$ cat config.mk
export PLATFORM = sky130hd
export DESIGN_NAME = fir_cfg_ctrl
export DESIGN_NICKNAME = d
export VERILOG_FILES = /design/src/rtl/fir_cfg_ctrl.sv
export SDC_FILE = /design/constraint.sdc
export NUM_CORES = 1
export LEC_CHECK = 0
export ABC_AREA = 1
export CAP_MARGIN = 25
export CELL_PAD_IN_SITES_DETAIL_PLACEMENT = 0
export CELL_PAD_IN_SITES_GLOBAL_PLACEMENT = 1
export CORE_MARGIN = 5
export CORE_UTILIZATION = 36
export DETAILED_ROUTE_END_ITERATION = 6
export PLACE_DENSITY_LB_ADDON = 0.1
export SETUP_SLACK_MARGIN = 0.02
export SLEW_MARGIN = 15
export SYNTH_ARGS = -nofsm -noshare
export SYNTH_HDL_FRONTEND = slang
export SYNTH_SLANG_ARGS = --single-unit
$ cat constraint.sdc
create_clock -name clk -period 3.15 [get_ports clk]
set_input_delay 0.63 -clock clk [delete_from_list [all_inputs] [get_ports clk]]
set_output_delay 0.63 -clock clk [all_outputs]
set_load 0.1 [all_outputs]
$ cat src/rtl/fir_cfg_ctrl.sv
// Configuration sequencer for the FIR compensator: streams a coefficient set into
// the coefficient RAM, then flushes the delay line with zeros before resuming samples.
module fir_cfg_ctrl #(
    parameter int N_MAX       = 92,
    parameter int DATA_WIDTH  = 16,
    parameter int COEFF_WIDTH = 16,
    parameter int ADDR_WIDTH  = 7
) (
    input  logic                   clk,
    input  logic                   rst,
    input  logic                   cfg_start,
    input  logic [ADDR_WIDTH-1:0]  cfg_num_taps,
    input  logic                   cfg_abort,
    input  logic [COEFF_WIDTH-1:0] cfg_coeff,
    input  logic                   cfg_coeff_valid,
    output logic                   cfg_coeff_ready,
    output logic                   cfg_busy,
    output logic                   cfg_done,
    output logic                   cfg_err,
    output logic [15:0]            drop_count,
    input  logic                   s_valid_in,
    input  logic [DATA_WIDTH-1:0]  s_data_in,
    output logic                   fir_valid_in,
    output logic [DATA_WIDTH-1:0]  fir_x_input,
    output logic                   coeff_we,
    output logic [ADDR_WIDTH-1:0]  coeff_addr,
    output logic [COEFF_WIDTH-1:0] coeff_wdata
);

    typedef enum logic [1:0] {IDLE = 2'd0, LOAD = 2'd1, FLUSH = 2'd2} state_t;

    localparam logic [ADDR_WIDTH-1:0] MAX_TAPS = ADDR_WIDTH'(N_MAX);
    localparam logic [ADDR_WIDTH-1:0] ONE      = ADDR_WIDTH'(1);

    state_t                 state_r, state_s;
    logic [ADDR_WIDTH-1:0]  num_taps_r, num_taps_s;
    logic [ADDR_WIDTH-1:0]  addr_r, addr_s;
    logic [ADDR_WIDTH-1:0]  flush_cnt_r, flush_cnt_s;
    logic                   done_pend_r, done_pend_s;
    logic                   fir_valid_s, coeff_we_s, done_s, err_s;
    logic [DATA_WIDTH-1:0]  fir_x_s;
    logic [ADDR_WIDTH-1:0]  coeff_addr_s;
    logic [COEFF_WIDTH-1:0] coeff_wdata_s;
    logic [15:0]            drop_s;
    logic                   start_ok_s, hs_s, last_coeff_s, last_flush_s;

    assign cfg_coeff_ready = (state_r == LOAD);
    assign cfg_busy        = (state_r != IDLE);

    assign start_ok_s   = cfg_start && (cfg_num_taps != {ADDR_WIDTH{1'b0}}) && (cfg_num_taps <= MAX_TAPS);
    assign hs_s         = cfg_coeff_valid && (state_r == LOAD);
    assign last_coeff_s = hs_s && (addr_r == (num_taps_r - ONE));
    assign last_flush_s = (state_r == FLUSH) && (flush_cnt_r == (num_taps_r - ONE));

    // State register
    always_ff @(posedge clk or posedge rst) begin
        if (rst) begin
            state_r <= IDLE;
        end else begin
            state_r <= state_s;
        end
    end

    // Next-state decode; abort takes priority over the final handshake or flush beat
    always_comb begin
        state_s = state_r;
        case (state_r)
            IDLE: begin
                if (start_ok_s) state_s = LOAD;
                else            state_s = IDLE;
            end
            LOAD: begin
                if (cfg_abort)         state_s = IDLE;
                else if (last_coeff_s) state_s = FLUSH;
                else                   state_s = LOAD;
            end
            FLUSH: begin
                if (cfg_abort || last_flush_s) state_s = IDLE;
                else                           state_s = FLUSH;
            end
            default: state_s = IDLE;
        endcase
    end

    // Next values of the registered outputs and counters
    always_comb begin
        fir_valid_s   = 1'b0;
        fir_x_s       = fir_x_input;
        coeff_we_s    = 1'b0;
        coeff_addr_s  = coeff_addr;
        coeff_wdata_s = coeff_wdata;
        done_s        = done_pend_r;
        err_s         = 1'b0;
        num_taps_s    = num_taps_r;
        addr_s        = addr_r;
        flush_cnt_s   = flush_cnt_r;
        done_pend_s   = 1'b0;
        if ((state_r != IDLE) && s_valid_in && (drop_count != 16'hFFFF)) begin
            drop_s = drop_count + 16'd1;
        end else begin
            drop_s = drop_count;
        end
        case (state_r)
            IDLE: begin
                fir_valid_s = s_valid_in;
                if (s_valid_in) fir_x_s = s_data_in;
                else            fir_x_s = fir_x_input;
                if (start_ok_s) begin
                    num_taps_s  = cfg_num_taps;
                    drop_s      = 16'd0;
                    addr_s      = {ADDR_WIDTH{1'b0}};
                    flush_cnt_s = {ADDR_WIDTH{1'b0}};
                end else begin
                    err_s = cfg_start;
                end
            end
            LOAD: begin
                if (cfg_abort) begin
                    err_s = 1'b1;
                end else if (hs_s) begin
                    coeff_we_s    = 1'b1;
                    coeff_addr_s  = addr_r;
                    coeff_wdata_s = cfg_coeff;
                    addr_s        = addr_r + ONE;
                end else begin
                    coeff_we_s = 1'b0;
                end
            end
            FLUSH: begin
                if (cfg_abort) begin
                    err_s = 1'b1;
                end else begin
                    fir_valid_s = 1'b1;
                    fir_x_s     = {DATA_WIDTH{1'b0}};
                    flush_cnt_s = flush_cnt_r + ONE;
                    done_pend_s = last_flush_s;
                end
            end
            default: begin
                err_s = 1'b0;
            end
        endcase
    end

    // Output and counter registers
    always_ff @(posedge clk or posedge rst) begin
        if (rst) begin
            fir_valid_in <= 1'b0;
            fir_x_input  <= {DATA_WIDTH{1'b0}};
            coeff_we     <= 1'b0;
            coeff_addr   <= {ADDR_WIDTH{1'b0}};
            coeff_wdata  <= {COEFF_WIDTH{1'b0}};
            cfg_done     <= 1'b0;
            cfg_err      <= 1'b0;
            drop_count   <= 16'd0;
            num_taps_r   <= {ADDR_WIDTH{1'b0}};
            addr_r       <= {ADDR_WIDTH{1'b0}};
            flush_cnt_r  <= {ADDR_WIDTH{1'b0}};
            done_pend_r  <= 1'b0;
        end else begin
            fir_valid_in <= fir_valid_s;
            fir_x_input  <= fir_x_s;
            coeff_we     <= coeff_we_s;
            coeff_addr   <= coeff_addr_s;
            coeff_wdata  <= coeff_wdata_s;
            cfg_done     <= done_s;
            cfg_err      <= err_s;
            drop_count   <= drop_s;
            num_taps_r   <= num_taps_s;
            addr_r       <= addr_s;
            flush_cnt_r  <= flush_cnt_s;
            done_pend_r  <= done_pend_s;
        end
    end

endmodule

==> flow_summary.json <==
{
  "vias_per_cell": 4.74,
  "fin_crit_ps": 2180,
  "die_w_um": 118,
  "htreeDepth": 3,
  "p_seq_frac": 0.300,
  "avgSynthCellArea_um2": 8.11,
  "start_kind": "flip-flop",
  "outcome": "complete, no violations",
  "swShare": 0.490,
  "required_ps": 3370,
  "p_leak_nw": 2.69,
  "synth_seq_cells": 83,
  "cp.arrival_ps": 2400,
  "setup_tns_ps": 0,
  "gr-total-overflow": 0,
  "num_antenna_cells": 0,
  "yosys_warnings": 0,
  "gp_congestion": 0.854,
  "cp_num_cells": 8,
  "drive_above_1_share": 0.179,
  "p_sw_mw": 2.33,
  "post_cts_buffers": 0,
  "synth.distinct_cells": 31,
  "critPathTopFamily": "buffers and inverters",
  "cts_buffers": 9,
  "grt_util_met2": 0.244,
  "irDropWorstVdd_mv": 0.504,
  "first_global_vias": 3708,
  "die_h_um": 118,
  "nets": 675,
  "power_density_nw_per_um2": 856,
  "grt_first_pass_wirelength_mm": 18.2,
  "routed_wl_mm": 10.7,
  "design_area_um2": 5560,
  "maxSlewHeadroom": 0.540,
  "ioPinCount": 106,
  "portBuffers": 105,
  "start_util": 0.368,
  "vias": 3648,
  "met3_usage": 0.0399,
  "path_buf_inv": 3,
  "syn-num-nets": 571,
  "crit_slowest_cell": "clkinv_1",
  "mostFrequentLayoutCell": "nand2_1",
  "min-delay-start": "done_pend_r",
  "cts.path.max_buffers": 2,
  "yosysSeqAreaShare": 0.494,
  "layoutNonFillerInstCount": 770,
  "clk_pin_slew_ps": 60,
  "cap_viol_max_count": 0,
  "reg2reg_depth": 8,
  "busiest_layer": "met2",
  "drt_iter0_markers": 186,
  "crit_chain": "inv_1 > ha_1 > inv_1 > nor2_2 > nand2_1 > clkinv_1 > nand4_1 > a21oi_1",
  "syn_inst": 518,
  "layout_common_cells": "140 x nand2_1, 83 x dfrtp_1, 64 x buf_4",
  "p_int_mw": 2.43,
  "syn_area_um2": 4200,
  "critical_path.max_stage_delay_ps": 510,
  "critPathMaxFanout": 18,
  "ctsHoldBuffers": 0,
  "antenna_left": 0,
  "core_area_um2": 11400,
  "r2r-end": "state_r[1]",
  "antenna_found_initial": 0,
  "report.final.slew_viol_count": 0,
  "cp-endpoint": "state_r[1]",
  "dpl.hpwl_mm": 7.93,
  "dp_cells": 754,
  "area_growth_pct": 32.3,
  "cp_common_cell": "inv_1",
  "use_met1": 0.220,
  "finalPower_mw": 4.76,
  "final.setup_skew_ps": 6.22,
  "fin_crit_sh": 0.692,
  "p_clk_frac": 0.237,
  "die_area_um2": 13900,
  "drc": 0,
  "insertion_delay_ps": 330,
  "hold_viol": 0,
  "num_rows": 39,
  "power_frac_comb": 0.462,
  "cts-root-buf": "clkbuf_16",
  "critical_path_class": "flip-flop to flip-flop",
  "finalSetupViolations": 0,
  "cts_tree": "done",
  "drtPass1Iterations": 4,
  "cts.repair.resized": 0,
  "reg2reg_from": "state_r[1]",
  "cp-startpoint": "state_r[1]",
  "r2r_slack_ps": 970,
  "routedWlPerCell_um": 13.9,
  "grt_max_degree": 47,
  "rsz0062_at_grt": "false",
  "holdWs_ps": 357,
  "max_freq_ghz": 0.458,
  "holdCritPathClass": "flip-flop to flip-flop",
  "crit_path_end_kind": "flip-flop",
  "placed_area_um2": 5240,
  "worst_slew_pin_slew_ps": 689,
  "grt_util_all_layers": 0.158,
  "clock-sinks": 83
}
-- metrics by stage --
| stage | setup slack (ps) | util |
|---|---|---|
| after floorplan | 383 | - |
| after global placement | 654 | 0.459 |
| after detailed placement | 588 | 0.459 |
| after CTS | 924 | 0.487 |
| after global routing | 685 | 0.487 |
| final | 969 | 0.487 |
-- registers in the layout (all words and copies together), names as in the netlist, 2 cells and up --
register,flops
addr_r,7
state_r,2
coeff_wdata,16
fir_x_input,16
coeff_addr,7
flush_cnt_r,7
drop_count,16
num_taps_r,7
-- how the worst min path moves through the flow --
stage | to | depth (start not counted) | slack, ps
finish | cfg_done | 0 | 360
global route | cfg_done | 0 | 360
CTS | cfg_done | 0 | 360
detailed placement | cfg_done | 0 | 350
global placement | cfg_done | 0 | 340
floorplan | cfg_done | 0 | 330
-- layer usage --
| metal | up-vias | wire length [um] |
|---|---|---|
| met5 | - | 0 |
| met4 | 0 | 41 |
| met3 | 4 | 539 |
| met2 | 88 | 4900 |
| met1 | 1690 | 5220 |
| li1 | 1866 | - |
-- power by group through the flow --
stage          registers (mW)  clock network, mW  logic, mW
2_1_floorplan            2.61                  0      0.532
3_5_place_dp             1.44                  0       2.22
5_1_grt                  1.46               1.20       2.34
3_3_place_gp             1.45                  0       2.21
6_report                 1.43               1.13       2.20
4_1_cts                  1.43               1.17       2.22
-- kinds of logic (layout without fill, tap and decap cells) --
logic type	Yosys count	in the layout	synth area share
AO/OA/AOI/OAI	69	69	0.0912
XOR/XNOR	19	19	0.0396
adder cells (fa/ha/maj)	8	8	0.0238
buffers and inverters	78	187	0.0757
flip-flops	83	83	0.494
AND/OR/NAND/NOR	261	261	0.275
-- cells in the mapped netlist --
cell type | n | share of area
a211oi_1 | 1 | 0.0018
a21boi_1 | 1 | 0.0018
a21oi_1 | 14 | 0.017
a31oi_1 | 2 | 0.0030
buf_2 | 8 | 0.0095
buf_6 | 2 | 0.0054
clkbuf_1 | 6 | 0.0054
clkinv_1 | 2 | 0.0018
dfrtp_1 | 83 | 0.49
ha_1 | 8 | 0.024
inv_1 | 56 | 0.050
inv_2 | 4 | 0.0036
nand2_1 | 140 | 0.13
nand2_2 | 7 | 0.010
nand3_1 | 54 | 0.064
nand3b_1 | 3 | 0.0054
nand4_1 | 8 | 0.012
nor2_1 | 33 | 0.029
nor2_2 | 4 | 0.0060
nor2_4 | 1 | 0.0027
nor3_1 | 4 | 0.0048
nor3_2 | 1 | 0.0024
nor3_4 | 1 | 0.0039
nor4_2 | 1 | 0.0030
o21ai_0 | 41 | 0.049
o21ai_1 | 1 | 0.0012
o21ai_2 | 6 | 0.013
o31ai_1 | 3 | 0.0054
or2_2 | 4 | 0.0060
xnor2_1 | 3 | 0.0063
xor2_1 | 16 | 0.033
-- cell type report --
class	count	area [um^2]
Fill cell	1154	5860
Sequential cell	83	2080
Multi-Input combinational cell	357	1810
Timing Repair Buffer	109	941
Inverter	62	234
Clock buffer	9	225
Tap cell	143	179
Clock inverter	7	92.6
No activity file was read; power rests on OpenSTA's default activity.
